**config.mk**
```make
export PLATFORM = sky130hd
export DESIGN_NAME = ps2_host_tx
export DESIGN_NICKNAME = d
export VERILOG_FILES = /design/src/rtl/ps2_pkg.sv /design/src/rtl/ps2_line_filt.sv /design/src/rtl/ps2_host_tx.sv
export SDC_FILE = /design/constraint.sdc
export NUM_CORES = 1
export LEC_CHECK = 0
export ABC_AREA = 1
export CAP_MARGIN = 0
export CORE_AREA = 2 2 112 114
export DETAILED_ROUTE_END_ITERATION = 6
export DIE_AREA = 0 0 114 116
export SLEW_MARGIN = 10
export SYNTH_ARGS = -nofsm -noshare
export SYNTH_HDL_FRONTEND = slang
export SYNTH_SLANG_ARGS = --single-unit
export TNS_END_PERCENT = 30
```
**constraint.sdc**
```tcl
create_clock -name clk_bus -period 1.5 [get_ports clk_bus]
set_input_delay 0.15 -clock clk_bus [delete_from_list [all_inputs] [get_ports clk_bus]]
set_output_delay 0.15 -clock clk_bus [all_outputs]
set_load 0.02 [all_outputs]
```
**src/rtl/ps2_pkg.sv**
```systemverilog
// Shared types, keyboard command bytes and timing helpers for the PS/2 host path.
package ps2_pkg;

   typedef enum logic [2:0] {
      IDLE,
      INHIBIT,
      RTS,
      DATA,
      STOP,
      ACK,
      WAIT_IDLE,
      FAIL
   } tx_state_e;

   typedef enum logic [1:0] {
      ERR_OK       = 2'b00,
      ERR_START_TO = 2'b01,
      ERR_FRAME_TO = 2'b10,
      ERR_NACK     = 2'b11
   } tx_err_e;

   localparam logic [7:0] CMD_LED       = 8'hED;
   localparam logic [7:0] CMD_RESET     = 8'hFF;
   localparam logic [7:0] CMD_TYPEMATIC = 8'hF3;
   localparam logic [7:0] RSP_ACK       = 8'hFA;
   localparam logic [7:0] RSP_RESEND    = 8'hFE;

   function automatic int unsigned us_to_cyc(input int unsigned clk_khz, input int unsigned us);
      return (clk_khz * us) / 1000;
   endfunction

   function automatic int unsigned max_u(input int unsigned a, input int unsigned b);
      return (a > b) ? a : b;
   endfunction

endpackage

```
**src/rtl/ps2_line_filt.sv**
```systemverilog
// One PS/2 line: two-flop synchroniser, stability filter and registered falling-edge pulse.
module ps2_line_filt
   import ps2_pkg::*;
#(
   parameter int unsigned FILT_LEN = 8
) (
   input  logic clk_bus,
   input  logic bus_reset_n,
   input  logic line_i,
   output logic level_o,
   output logic fall_o
);

   localparam int unsigned CW = (FILT_LEN > 1) ? $clog2(FILT_LEN) : 1;
   localparam logic [CW-1:0] CNT_LAST = CW'(FILT_LEN - 1);

   logic [1:0]    sync_q;
   logic          filt_q, filt_d;
   logic          prev_q;
   logic          fall_q;
   logic [CW-1:0] cnt_q, cnt_d;

   // Lines idle high, so everything resets to the released level.
   always_ff @(posedge clk_bus or negedge bus_reset_n) begin
      if (!bus_reset_n) begin
         sync_q <= 2'b11;
         filt_q <= 1'b1;
         prev_q <= 1'b1;
         fall_q <= 1'b0;
         cnt_q  <= '0;
      end else begin
         sync_q <= {sync_q[0], line_i};
         filt_q <= filt_d;
         prev_q <= filt_q;
         fall_q <= prev_q & ~filt_q;
         cnt_q  <= cnt_d;
      end
   end

   always_comb begin
      filt_d = filt_q;
      cnt_d  = '0;
      if (sync_q[1] != filt_q) begin
         if (cnt_q == CNT_LAST) begin
            filt_d = sync_q[1];
         end else begin
            cnt_d = cnt_q + CW'(1);
         end
      end
   end

   assign level_o = filt_q;
   assign fall_o  = fall_q;

endmodule

```
**src/rtl/ps2_host_tx.sv**
```systemverilog
// PS/2 host-to-device command transmitter driving the shared CLK/DAT lines via open-collector enables.
module ps2_host_tx
   import ps2_pkg::*;
#(
   parameter int unsigned CLK_KHZ     = 24000,
   parameter int unsigned INHIBIT_US  = 100,
   parameter int unsigned START_TO_US = 15000,
   parameter int unsigned FRAME_TO_US = 2000,
   parameter int unsigned FILT_LEN    = 8
) (
   input  logic       clk_bus,
   input  logic       bus_reset_n,
   input  logic [7:0] tx_data,
   input  logic       tx_stb,
   output logic       tx_busy,
   output logic       tx_done,
   output logic [1:0] tx_err,
   input  logic       ps2_clk_in,
   input  logic       ps2_dat_in,
   output logic       ps2_clk_oe,
   output logic       ps2_dat_oe
);

   localparam int unsigned INHIBIT_CYC = us_to_cyc(CLK_KHZ, INHIBIT_US);
   localparam int unsigned START_CYC   = us_to_cyc(CLK_KHZ, START_TO_US);
   localparam int unsigned FRAME_CYC   = us_to_cyc(CLK_KHZ, FRAME_TO_US);
   localparam int unsigned MAX_CYC     = max_u(INHIBIT_CYC, max_u(START_CYC, FRAME_CYC));
   localparam int unsigned TW          = $clog2(MAX_CYC + 1);

   localparam logic [TW-1:0] INHIBIT_LAST = TW'(INHIBIT_CYC - 1);
   localparam logic [TW-1:0] START_BIT_AT = TW'(INHIBIT_CYC - 2);
   localparam logic [TW-1:0] START_LAST   = TW'(START_CYC - 1);
   localparam logic [TW-1:0] FRAME_LAST   = TW'(FRAME_CYC - 1);
   localparam logic [TW-1:0] TIMER_MAX    = {TW{1'b1}};

   tx_state_e     state_q, state_d;
   logic [TW-1:0] timer_q, timer_d;
   logic [3:0]    edge_cnt_q, edge_cnt_d;
   logic [8:0]    shreg_q, shreg_d;
   logic          clk_oe_q, clk_oe_d;
   logic          dat_oe_q, dat_oe_d;
   logic          busy_q, busy_d;
   logic          done_q, done_d;
   logic [1:0]    err_q, err_d;
   tx_err_e       fail_code_q, fail_code_d;
   logic          fail_req;

   logic clk_level, clk_fall;
   logic dat_level, dat_fall_unused;

   ps2_line_filt #(.FILT_LEN(FILT_LEN)) u_clk_filt (
      .clk_bus     (clk_bus),
      .bus_reset_n (bus_reset_n),
      .line_i      (ps2_clk_in),
      .level_o     (clk_level),
      .fall_o      (clk_fall)
   );

   ps2_line_filt #(.FILT_LEN(FILT_LEN)) u_dat_filt (
      .clk_bus     (clk_bus),
      .bus_reset_n (bus_reset_n),
      .line_i      (ps2_dat_in),
      .level_o     (dat_level),
      .fall_o      (dat_fall_unused)
   );

   always_ff @(posedge clk_bus or negedge bus_reset_n) begin
      if (!bus_reset_n) begin
         state_q     <= IDLE;
         timer_q     <= '0;
         edge_cnt_q  <= '0;
         shreg_q     <= '0;
         clk_oe_q    <= 1'b0;
         dat_oe_q    <= 1'b0;
         busy_q      <= 1'b0;
         done_q      <= 1'b0;
         err_q       <= ERR_OK;
         fail_code_q <= ERR_OK;
      end else begin
         state_q     <= state_d;
         timer_q     <= timer_d;
         edge_cnt_q  <= edge_cnt_d;
         shreg_q     <= shreg_d;
         clk_oe_q    <= clk_oe_d;
         dat_oe_q    <= dat_oe_d;
         busy_q      <= busy_d;
         done_q      <= done_d;
         err_q       <= err_d;
         fail_code_q <= fail_code_d;
      end
   end

   // The timer restarts on every state change or device edge and otherwise saturates.
   always_comb begin
      state_d     = state_q;
      timer_d     = (timer_q == TIMER_MAX) ? timer_q : timer_q + TW'(1);
      edge_cnt_d  = edge_cnt_q;
      shreg_d     = shreg_q;
      clk_oe_d    = clk_oe_q;
      dat_oe_d    = dat_oe_q;
      done_d      = 1'b0;
      err_d       = ERR_OK;
      fail_code_d = fail_code_q;
      fail_req    = 1'b0;

      case (state_q)
         IDLE: begin
            clk_oe_d = 1'b0;
            dat_oe_d = 1'b0;
            if (tx_stb && !busy_q) begin
               shreg_d    = {~^tx_data, tx_data};
               edge_cnt_d = '0;
               timer_d    = '0;
               clk_oe_d   = 1'b1;
               state_d    = INHIBIT;
            end
         end

         INHIBIT: begin
            if (timer_q == START_BIT_AT) begin
               dat_oe_d = 1'b1;
            end
            if (timer_q >= INHIBIT_LAST) begin
               clk_oe_d = 1'b0;
               timer_d  = '0;
               state_d  = RTS;
            end
         end

         RTS: begin
            if (clk_fall) begin
               dat_oe_d   = ~shreg_q[0];
               shreg_d    = shreg_q >> 1;
               edge_cnt_d = 4'd1;
               timer_d    = '0;
               state_d    = DATA;
            end else if (timer_q >= START_LAST) begin
               fail_req    = 1'b1;
               fail_code_d = ERR_START_TO;
            end
         end

         // Edges 2..9 carry data bits 1..7 and then the parity bit.
         DATA: begin
            if (clk_fall) begin
               dat_oe_d   = ~shreg_q[0];
               shreg_d    = shreg_q >> 1;
               edge_cnt_d = edge_cnt_q + 4'd1;
               timer_d    = '0;
               if (edge_cnt_q == 4'd8) begin
                  state_d = STOP;
               end
            end else if (timer_q >= FRAME_LAST) begin
               fail_req    = 1'b1;
               fail_code_d = ERR_FRAME_TO;
            end
         end

         STOP: begin
            if (clk_fall) begin
               dat_oe_d   = 1'b0;
               edge_cnt_d = edge_cnt_q + 4'd1;
               timer_d    = '0;
               state_d    = ACK;
            end else if (timer_q >= FRAME_LAST) begin
               fail_req    = 1'b1;
               fail_code_d = ERR_FRAME_TO;
            end
         end

         ACK: begin
            if (clk_fall) begin
               edge_cnt_d = edge_cnt_q + 4'd1;
               timer_d    = '0;
               if (!dat_level) begin
                  state_d = WAIT_IDLE;
               end else begin
                  fail_req    = 1'b1;
                  fail_code_d = ERR_NACK;
               end
            end else if (timer_q >= FRAME_LAST) begin
               fail_req    = 1'b1;
               fail_code_d = ERR_FRAME_TO;
            end
         end

         WAIT_IDLE: begin
            if (clk_level && dat_level) begin
               done_d  = 1'b1;
               err_d   = ERR_OK;
               state_d = IDLE;
            end else if (timer_q >= FRAME_LAST) begin
               fail_req    = 1'b1;
               fail_code_d = ERR_FRAME_TO;
            end
         end

         FAIL: begin
            clk_oe_d = 1'b0;
            dat_oe_d = 1'b0;
            done_d   = 1'b1;
            err_d    = fail_code_q;
            state_d  = IDLE;
         end

         default: begin
            clk_oe_d = 1'b0;
            dat_oe_d = 1'b0;
            state_d  = IDLE;
         end
      endcase

      if (fail_req) begin
         clk_oe_d = 1'b0;
         dat_oe_d = 1'b0;
         timer_d  = '0;
         state_d  = FAIL;
      end
   end

   // Busy stays up through the done cycle so a strobe landing there is dropped.
   always_comb begin
      busy_d = (state_d != IDLE) || done_d;
   end

   assign tx_busy    = busy_q;
   assign tx_done    = done_q;
   assign tx_err     = err_q;
   assign ps2_clk_oe = clk_oe_q;
   assign ps2_dat_oe = dat_oe_q;

endmodule

```
# Word level (Yosys, flattened, before mapping)
# Cells that the tools add are included.
dict set report totals {
  regBits 57
  out_inout_bits 6
  word_cells 135
}
dict set report op_classes {
  addsub 4
  magnitude_cmp 3
  n_eq_ne 27
  mux 56
  bitwise 3
  n_reduce_logical 24
}
# operator n
set op_table {}
lappend op_table {{$mux 19} 5}
lappend op_table {{$pmux 19 s3} 1}
lappend op_table {{$mux 3} 14}
lappend op_table {{$pmux 3 s8} 1}
lappend op_table {{$add 19x1->19 const B} 1}
lappend op_table {{$eq 19x12->1 const B} 1}
lappend op_table {{$eq 19x19->1 const B} 1}
lappend op_table {{$ge 19x12->1 const B} 1}
lappend op_table {{$ge 19x16->1 const B} 1}
lappend op_table {{$ge 19x19->1 const B} 1}
lappend op_table {{$eq 3x3->1 const B} 6}
lappend op_table {{$mux 9} 2}
lappend op_table {{$pmux 9 s2} 1}
lappend op_table {{$mux 2} 8}
lappend op_table {{$mux 1} 15}
lappend op_table {{$mux 4} 3}
lappend op_table {{$pmux 4 s3} 1}
lappend op_table {{$ne 2x2->1 const B} 5}
lappend op_table {{$pmux 1 s4} 2}
lappend op_table {{$pmux 2 s4} 1}
lappend op_table {{$reduce_and 4->1} 2}
lappend op_table {{$reduce_bool 4->1} 2}
lappend op_table {{$reduce_xnor 8->1} 1}
lappend op_table {{$add 3x1->3 const B} 2}
lappend op_table {{other kinds (26)} 39}

# Logic depth before layout (Yosys ltp)
# Gate-level depths: netlist (run 1).
dict set report logic_depth {
  word_depth 7
  mapped_depth 12
  ltp_nobuf 11
}

# Cells and area by module
# A second synthesis (run 1) with hierarchy kept.
dict set report hier_totals {
  hier_cells 470
  hier_area_um2 3502.1
}
# module instances cells_per_inst area_each_um2 seq_area_each_um2
set by_module_without_submodules {}
lappend by_module_without_submodules {ps2_host_tx 1 420 2921.6 1076.0}
lappend by_module_without_submodules {ps2_line_filt 2 25 290.3 205.2}

# Worst setup path after synthesis (run 1)
# No wires, ideal clock.
dict set report synth_timing {
  path_type {reg2reg}
  from {register timer_q[1]}
  to {register timer_q[1]}
  arrival_time_ns 1.479
  required_time_ns 1.381
  slack_ns -0.098
  stages_incl_launch_ff 12
  n_path_buf 1
  synth_period_minus_slack_ns 1.598
  cell_sequence {dfrtp_1 ha_1 nand3_2 nor2_4 nand2_1 inv_2 nand2_2 nor2_2 nand2_2 buf_6 o21ai_1 nor2_1}
}
dict set report synth_between {
  elab_chain_cells 5
  word_cells_on_any_way 18
  classes_between {add/sub (1); order compare (3); eq/ne (1); mux (13)}
}
# item line_no
set synth_lines {}
lappend synth_lines {{start, declared} ps2_host_tx.sv:37} ;# logic [TW-1:0] timer_q, timer_d;
lappend synth_lines {{start signal, assigned} ps2_host_tx.sv:81} ;# timer_q <= timer_d;
lappend synth_lines {{$add 19x1->19, or another cell as far along} ps2_host_tx.sv:96} ;# timer_d = (timer_q == TIMER_MAX) ? timer_q : timer_q + TW'(1);
lappend synth_lines {{$mux 19, or another cell as far along} ps2_host_tx.sv:96}
lappend synth_lines {{$mux 19, or another cell as far along} n/a}
lappend synth_lines {{$pmux 19 s3 or $pmux 1 s4 (tied branches)} ps2_host_tx.sv:106} ;# case (state_q)
lappend synth_lines {{$mux 19 (*)} ps2_host_tx.sv:213} ;# if (fail_req) begin
lappend synth_lines {{net timer_d[1]} ps2_host_tx.sv:37}
# The timed path passes the listed nets; every way through them passes the cells marked *.
# A chain may end at the register's enable or synchronous reset.

# Final worst setup path (run 1)
dict set report layout_timing {
  from {register timer_q[1]}
  to {register timer_q[0]}
}
dict set report layout_between {
  elab_chain_cells 5
  word_cells_on_any_way 17
  classes_between {order compare (3); eq/ne (1); mux (13)}
}
# item line_no
set layout_lines {}
lappend layout_lines {{$ge 19x16->1, or another cell as far along} n/a}
lappend layout_lines {{$mux 1, or another cell as far along} n/a}
lappend layout_lines {{$mux 1, or another cell as far along} ps2_host_tx.sv:188} ;# if (clk_level && dat_level) begin
lappend layout_lines {{$pmux 1 s4 or $pmux 19 s3 (tied branches)} ps2_host_tx.sv:106}
lappend layout_lines {{$mux 19 (*)} ps2_host_tx.sv:213}
lappend layout_lines {{net timer_d[0]} ps2_host_tx.sv:37}
# Marked as above.

==> metrics.md, run 1 <==
| Metric | Value |
|---|---|
| Worst-Skew Late Latency | `0.33 ns` |
| All-layer global routing usage | `15.28%` |
| Total core area | `11910 um^2` |
| Total I/O pin count | `19` |
| Maximum VDD drop | `0.4885 mV` |
| Part of the cycle the worst path needs | `116.8%` |
| Fraction of power spent switching nets | `35.40%` |
| Internal power | `0.004455 W` |
| Share of layout cells above drive strength 1 | `30.76%` |
| HPWL Detailed | `6896 um` |
| Result of the run | `finished, violations left` |
| Initial Util | `28.43%` |
| Setup-failing EPs final | `27` |
| Signed area change from the synthesized netlist to the final layout | `43.85%` |
| Number of cells on the worst hold path | `1` |
| Post-synthesis sequential area ratio | `42.37%` |
| Top post-synthesis cells by count | `nand2_1 (106), nor2_1 (79), inv_1 (58)` |
| Req. time, crit path | `1.71 ns` |
| CP Max Fanout | `7` |
| Maximum number of pins on one net before global-route repair | `35` |
| Antenna-violating nets left | `0` |
| Filler cell count in the final layout | `1208` |
| Violated checks | `negative setup slack` |
| Die Footprint | `13220 um^2` |
| Number of standard-cell rows in the floorplan | `40` |
| Synthesized area | `3387 um^2` |
| Clock sinks | `57` |
| Length in cells of the worst reg-to-reg path | `11` |
| Worst hold start | `ps2_clk_in` |
| Count of yosys warnings during synthesis | `0` |
| Seq pwr share | `31.3%` |
| Wire length of the first global-routing pass | `15810 um` |
| Reported net switching power | `0.002441 W` |
| Register-to-Register Setup Slack | `-0.25 ns` |
| Die width | `114 um` |
| Synthesized instance count | `462` |
| Shortest clock period the worst path allows after layout | `1.753 ns` |
| Number of vias per cell after detailed routing | `4.539` |
| Number of nets in the synthesized netlist | `483` |
| Port Buf Inserts | `18` |
| Combinational Power Share | `38.7%` |
| EDFF count, synth | `0` |
| Final count of pins violating max slew | `0` |
| Post-layout net count | `598` |
| Total power | `0.006896 W` |
| Die Ht | `116 um` |
| Dominant register cell in the synthesized netlist | `dfrtp_1` |
| Area share of the largest cell type after synthesis | `36.94%` |
| Worst slack at placement | `-0.3677 ns` |
| Via count of the first global-routing pass | `3308` |
| Smallest setup slack after layout | `-0.2526 ns` |
| Cell variety after synth | `37` |
| Total clock buffers created by CTS | `9` |
| H-tree level count | `3` |
| Number of inserted diodes | `0` |
| Most instantiated library cell after synthesis | `nand2_1` |
| Power density over the cells | `1415 nW/um^2` |
| Flop and latch count out of synthesis | `57` |
| Critical path arrival | `1.96 ns` |
| Setup repair after global routing missed its margin | `true` |
| Static leakage power | `2.430 nW` |
| Drt initial violations | `166` |
| Type of the worst min-delay path | `in -> reg` |
| DRT Wirelength | `9194 um` |
| Reg-to-reg critical path endpoint | `timer_q[0]` |
| Proportion of power drawn by the clock network | `30.0%` |
| Vias | `3309` |
| Start point of the critical path | `timer_q[1]` |
| Max Clock Skew | `0.004808 ns` |
| Root buf cell | `clkbuf_16` |
| Length of the first detailed-routing pass in iterations | `5` |
| Final Hold Vio Count | `0` |
| Antenna violations before repair | `0` |
| Startpoint of the lowest-slack register-to-register path | `timer_q[1]` |
| Final RePlAce weighted congestion | `0.8970` |
| Startpoint class of the critical path | `flop` |
| Max Clock Freq | `570.6 MHz` |
| Endpoint class of the critical path | `flop` |
| Synth area leader | `dfrtp_1` |
| Residual DRC | `0` |
| CTS clk-pin slew, worst paths | `0.05 ns` |
| Overflow after GRT | `0` |
| Clk buf depth | `2` |
| Worst-margin pin slew | `0.4555 ns` |
| Routed wirelength normalized by instance count | `12.61 um` |
| Maximum Capacitance Violations | `0` |
| Critical Setup Path Class | `reg -> reg` |
| Post-synthesis async set-or-reset flop share | `100.0%` |
| Remaining max-slew budget at the tightest pin | `69.64%` |
| Mapped Avg Cell Area | `7.331 um^2` |
| Final TNS setup | `-4.698 ns` |
| Clock tree from TritonCTS | `yes` |
| Biggest area contributors in the synthesized netlist | `dfrtp_1 (37%), nand2_1 (12%), nor2_1 (8.8%)` |
| Hold endpoint | `u_clk_filt.sync_q[0]` |
## cells by family (layout without fill, tap and decap cells)
family                   after synthesis  count (layout)  synth area share, %
AO/OA/AOI/OAI                         47              47                7.721
flip-flops                            57              57                42.37
AND/OR/NAND/NOR                      251             252                32.10
adder cells (fa/ha/maj)                8               8                2.955
buffers and inverters                 79             198                9.604
XOR/XNOR                              19              19                4.913
multiplexers                           1               1               0.3324
## stage by stage
stage / cells / hold WS, ns / utilization [%] / cell area [um^2]
4_1_cts: 728 / 0.2333 / 40.43 / 4816
2_1_floorplan: 462 / -0.1456 / - / 3423
6_report: 729 / 0.2377 / 40.90 / 4872
5_1_grt: 729 / 0.2422 / 40.90 / 4872
3_5_place_dp: 706 / 0.1893 / 36.75 / 4378
3_3_place_gp: 706 / 0.1811 / 36.75 / 4378
## repair_timing
item | in CTS | in global routing
endpoints found under the setup margin | 39 | 39
gates resized for setup | 24 | 17
endpoints found under the hold margin | 50 | 0
hold buffers | 1 | 0
gates cloned | 1 | 0
pin swaps | 7 | 6
buffers inserted | 4 | 1
## state kept, by name (all words and copies together) (netlist names)
name / count
edge_cnt_q: 4
fail_code_q: 2
ps2_clk_oe: 1
ps2_dat_oe: 1
shreg_q: 9
state_q: 3
timer_q: 19
tx_busy: 1
tx_done: 1
tx_err: 2
u_clk_filt.cnt_q: 3
u_clk_filt.fall_o: 1
u_clk_filt.level_o: 1
u_clk_filt.prev_q: 1
u_clk_filt.sync_q: 2
u_dat_filt.cnt_q: 3
u_dat_filt.level_o: 1
u_dat_filt.sync_q: 2
## worst max path at each step
stage	to
after floorplan	timer_q[0]
after global placement	timer_q[14]
after detailed placement	timer_q[1]
after CTS	timer_q[18]
after global routing	timer_q[13]
final	timer_q[0]
## cells in the final DEF, fill, tap and decap left out, types with 2 or more instances in the layout
| cell type | synthesis | layout |
|---|---|---|
| nand2_1 | 106 | 97 |
| buf_4 | 0 | 92 |
| nor2_1 | 79 | 70 |
| inv_1 | 58 | 57 |
| dfrtp_1 | 50 | 44 |
| nand3_1 | 31 | 28 |
| o21ai_0 | 20 | 18 |
| clkdlybuf4s50_1 | 0 | 17 |
| nand4_1 | 13 | 13 |
| xor2_1 | 12 | 12 |
| inv_2 | 12 | 11 |
| nand2_2 | 3 | 10 |
| o21ai_1 | 11 | 10 |
| clkbuf_16 | 0 | 9 |
| nor3_1 | 9 | 8 |
| xnor2_1 | 7 | 7 |
| nor2_2 | 1 | 7 |
| ha_1 | 8 | 7 |
| dfstp_2 | 7 | 7 |
| a21oi_1 | 6 | 6 |
| dfrtp_2 | 0 | 6 |
| o21ai_2 | 2 | 5 |
| nor2_4 | 1 | 4 |
| nand3_2 | 2 | 3 |
| nand2_4 | 0 | 3 |
| nand3_4 | 0 | 2 |
| a31oi_1 | 2 | 2 |
| inv_4 | 0 | 2 |
| clkinvlp_4 | 0 | 2 |
| clkinv_4 | 0 | 2 |
## worst max-delay path, stage by stage, from the launching register on
cell	delay (ns)
dfrtp_1	0.42
ha_4	0.18
nand3_4	0.08
nor2_4	0.14
buf_6	0.12
nand2_2	0.05
inv_2	0.08
nand2_4	0.06
nor2_4	0.16
nand2_4	0.12
xor2_1	0.17
nor2_1	0.06
## cell type report
class	instances	area (um^2)	share of cell area (%)
repair buffers	112	887.1	18.21
clock buffers	10	239.0	4.905
inverters	70	267.8	5.496
clock inverters	6	67.56	1.387
multi-input cells	327	1784	36.62
flip-flops and latches	57	1443	29.61
well taps	147	183.9	3.775
## metal layers
| metal | GRT usage, % | vias to the layer above | part of all wire [%] |
|---|---|---|---|
| met1 | 20.25 | 1518 | 45 |
| met5 | 0 | - | 0 |
| met3 | 1.883 | 16 | 5.3 |
| li1 | - | 1696 | - |
| met4 | 7.480 | 0 | 2.2 |
| met2 | 24.80 | 79 | 48 |
## power by group through the flow
stage	clock [W]	sequential, W	combinational [W]
floorplan	0	0.00220	0.00137
global placement	0	0.00216	0.00238
detailed placement	0	0.00217	0.00245
CTS	0.00213	0.00215	0.00261
global route	0.00220	0.00221	0.00302
finish	0.00207	0.00216	0.00267
(Power assumes the default switching activity.)
==> run 2, diff against run 1 <==
--- a/config.mk
+++ b/config.mk
@@ -6,6 +6,7 @@
 export NUM_CORES = 1
 export LEC_CHECK = 0
 export ABC_AREA = 1
+export ABC_CLOCK_PERIOD_IN_PS = 1500
 export CAP_MARGIN = 0
 export CORE_AREA = 2 2 112 114
 export DETAILED_ROUTE_END_ITERATION = 6
==> results of run 2 <==
No change in the layout: final DEF, timing and power equal those of run 1.
==> run 3, diff against run 2 <==
--- a/config.mk
+++ b/config.mk
@@ -11,6 +11,7 @@
 export CORE_AREA = 2 2 112 114
 export DETAILED_ROUTE_END_ITERATION = 6
 export DIE_AREA = 0 0 114 116
+export SETUP_SLACK_MARGIN = 0.5
 export SLEW_MARGIN = 10
 export SYNTH_ARGS = -nofsm -noshare
 export SYNTH_HDL_FRONTEND = slang
==> metrics.md, run 3 (synthesized netlist as in run 1, its figures left out) <==
| Metric | Value |
|---|---|
| Startpoint class of the critical path | `flop` |
| Number of inserted diodes | `0 (unchanged)` |
| Routed wirelength normalized by instance count | `12.89 um (+2.2%)` |
| Leading cell types in the layout, fill and taps excluded | `buf_4 (97), nand2_1 (95), nor2_1 (67)` |
| Residual DRC | `0 (unchanged)` |
| Maximum Capacitance Violations | `0 (unchanged)` |
| Antenna-violating nets left | `0 (unchanged)` |
| Start point of the critical path | `timer_q[0]` |
| Remaining max-slew budget at the tightest pin | `67.15% (-2.5 points)` |
| Number of cells on the worst hold path | `1 (unchanged)` |
| All-layer global routing usage | `15.63% (+0.35 points)` |
| Static leakage power | `2.547 nW (+4.8%)` |
| Inst Count DP | `712 (+0.85%)` |
| Total core area | `11910 um^2 (unchanged)` |
| Worst slack at placement | `-0.3968 ns (-0.02909 ns)` |
| Smallest setup slack after layout | `-0.2890 ns (-0.03640 ns)` |
| Wire length of the first global-routing pass | `16210 um (+2.5%)` |
| Met2 WL post-DR | `4611 um (+5.3%)` |
| Root buf cell | `clkbuf_16` |
| Req. time, crit path | `1.71 ns (about the same)` |
| HPWL Detailed | `6824 um (-1.0%)` |
| Clk buf depth | `2 (unchanged)` |
| Part of the cycle the worst path needs | `119.3% (+2.4 points)` |
| Biggest registers after layout | `timer_q x19, shreg_q x9, edge_cnt_q x4` |
| Number of vias per cell after detailed routing | `4.595 (+1.2%)` |
| Initial Util | `28.43% (unchanged)` |
| Signed area change from the synthesized netlist to the final layout | `51.27%` |
| Die Ht | `116 um (unchanged)` |
| Most common cell after layout, fill and taps aside | `buf_4` |
| Met3 WL post-DR | `400 um (-17%)` |
| Setup repair after global routing missed its margin | `true` |
| Final Core Density | `43.01% (+2.1 points)` |
| Shortest clock period the worst path allows after layout | `1.789 ns (+0.03640 ns)` |
| Final RePlAce weighted congestion | `0.9300 (+3.7%)` |
| Critical Setup Path Class | `reg -> reg` |
| Clock sinks | `57 (unchanged)` |
| Worst hold start | `ps2_clk_in` |
| Final count of pins violating max slew | `0 (unchanged)` |
| Total I/O pin count | `19 (unchanged)` |
| CP Max Fanout | `7 (unchanged)` |
| Post-layout net count | `612 (+2.3%)` |
| Via count of the first global-routing pass | `3378 (+2.1%)` |
| Setup-failing EPs final | `30 (+11%)` |
| Drt initial violations | `306 (+84%)` |
| Register with the highest flop count | `timer_q` |
| Hold endpoint | `u_clk_filt.sync_q[0]` |
| Final TNS setup | `-5.935 ns (-1.237 ns)` |
| Power density over the cells | `1395 nW/um^2 (-1.4%)` |
| Type of the worst min-delay path | `in -> reg` |
| Vias | `3414 (+3.2%)` |
| Clock tree from TritonCTS | `yes` |
| Final non-filler cell total | `743 (+1.9%)` |
| Number of flip-flops under the largest register name | `19 (unchanged)` |
| H-tree level count | `3 (unchanged)` |
| Final Hold Vio Count | `0 (unchanged)` |
| Die width | `114 um (unchanged)` |
| Startpoint of the lowest-slack register-to-register path | `timer_q[0]` |
| Endpoint class of the critical path | `flop` |
| Length in cells of the worst reg-to-reg path | `11 (unchanged)` |
| Worst-margin pin slew | `0.4928 ns (+0.03731 ns)` |
| Maximum number of pins on one net before global-route repair | `38 (+8.6%)` |
| Reg-to-reg critical path endpoint | `timer_q[14]` |
| Antenna violations before repair | `0 (unchanged)` |
| Port Buf Inserts | `18 (unchanged)` |
| Result of the run | `finished, violations left` |
| Share of layout cells above drive strength 1 | `36.91% (+6.2 points)` |
| Die Footprint | `13220 um^2 (unchanged)` |
| Max Clock Freq | `559.0 MHz (-2.0%)` |
| Register-to-Register Setup Slack | `-0.29 ns (-0.04 ns)` |
| Total clock buffers created by CTS | `9 (unchanged)` |
| Length of the first detailed-routing pass in iterations | `5 (unchanged)` |
| Number of standard-cell rows in the floorplan | `40 (unchanged)` |
| Worst-Skew Late Latency | `0.33 ns (about the same)` |
| Overflow after GRT | `0 (unchanged)` |
| DRT Wirelength | `9577 um (+4.2%)` |
| CTS clk-pin slew, worst paths | `0.05 ns (about the same)` |
| Met1 wire length | `4401 um (+6.6%)` |
| Violated checks | `negative setup slack` |
| Highest routed metal layer | `met4` |
| Maximum VDD drop | `0.6483 mV (+33%)` |
| Critical path arrival | `2.00 ns (+0.04 ns)` |
| Max Clock Skew | `0.008474 ns (+0.003666 ns)` |
run 3: cell type report:
type                       instances  area [um^2]
inverter                          70        270.3
multi-input combinational        328         1916
sequential                        57         1444
tap                              147        183.9
timing repair buffer             125         1028
clock buffer                      10        239.0
fill                            1163         6788
clock inverter                     6        42.54
run 3: critical path: stages, from the launching register on:
cell and delay, ns:
dfrtp_1 0.40, buf_4 0.14, inv_1 0.06, nor2_4 0.16, nand2_2 0.08, inv_2 0.08
nand4_1 0.15, nand3_2 0.15, nand3_4 0.16, buf_4 0.18, nand2_1 0.06, nor2_1 0.05
run 3: repair_timing:
item / 4_1_cts / 5_1_grt
cloned: 2 / 0
buffers inserted: 8 / 4
endpoints found under the setup margin: 57 / 55
endpoints found under the hold margin: 50 / 0
pin swaps: 25 / 18
hold buffers: 1 / 0
resized for setup: 95 / 19
run 3: worst max path at each step:
stage / endpoint / slack (ns) / depth (start not counted)
3_3_place_gp: timer_q[14] / -0.40 / 10
6_report: timer_q[14] / -0.29 / 11
4_1_cts: timer_q[14] / -0.28 / 10
2_1_floorplan: timer_q[0] / -0.05 / 11
3_5_place_dp: timer_q[18] / -0.40 / 8
5_1_grt: timer_q[14] / -0.40 / 10
run 3: per-layer routing:
| layer | up-vias | track usage [%] |
|---|---|---|
| li1 | 1728 | - |
| met1 | 1597 | 20.25 |
| met2 | 77 | 25.67 |
| met3 | 12 | 2.929 |
| met4 | 0 | 6.667 |
| met5 | - | 0 |
run 3: metrics by stage:
| stage | hold slack, ns | total power (W) | instance area (um^2) |
|---|---|---|---|
| after floorplan | -0.1456 | 0.003576 | 3423 |
| after global placement | 0.1553 | 0.004596 | 4436 |
| after detailed placement | 0.1623 | 0.004659 | 4436 |
| after CTS | 0.2348 | 0.007033 | 5021 |
| after global routing | 0.2388 | 0.007672 | 5124 |
| final | 0.2354 | 0.007149 | 5124 |
run 3: power by group:
group / total [W] / internal, W / switching (W) / leakage, nW
Clock: 0.00192 / 0.00116 / 0.000757 / 0.135
Combinational: 0.00304 / 0.00142 / 0.00162 / 1.68
Sequential: 0.00219 / 0.00194 / 0.000255 / 0.730
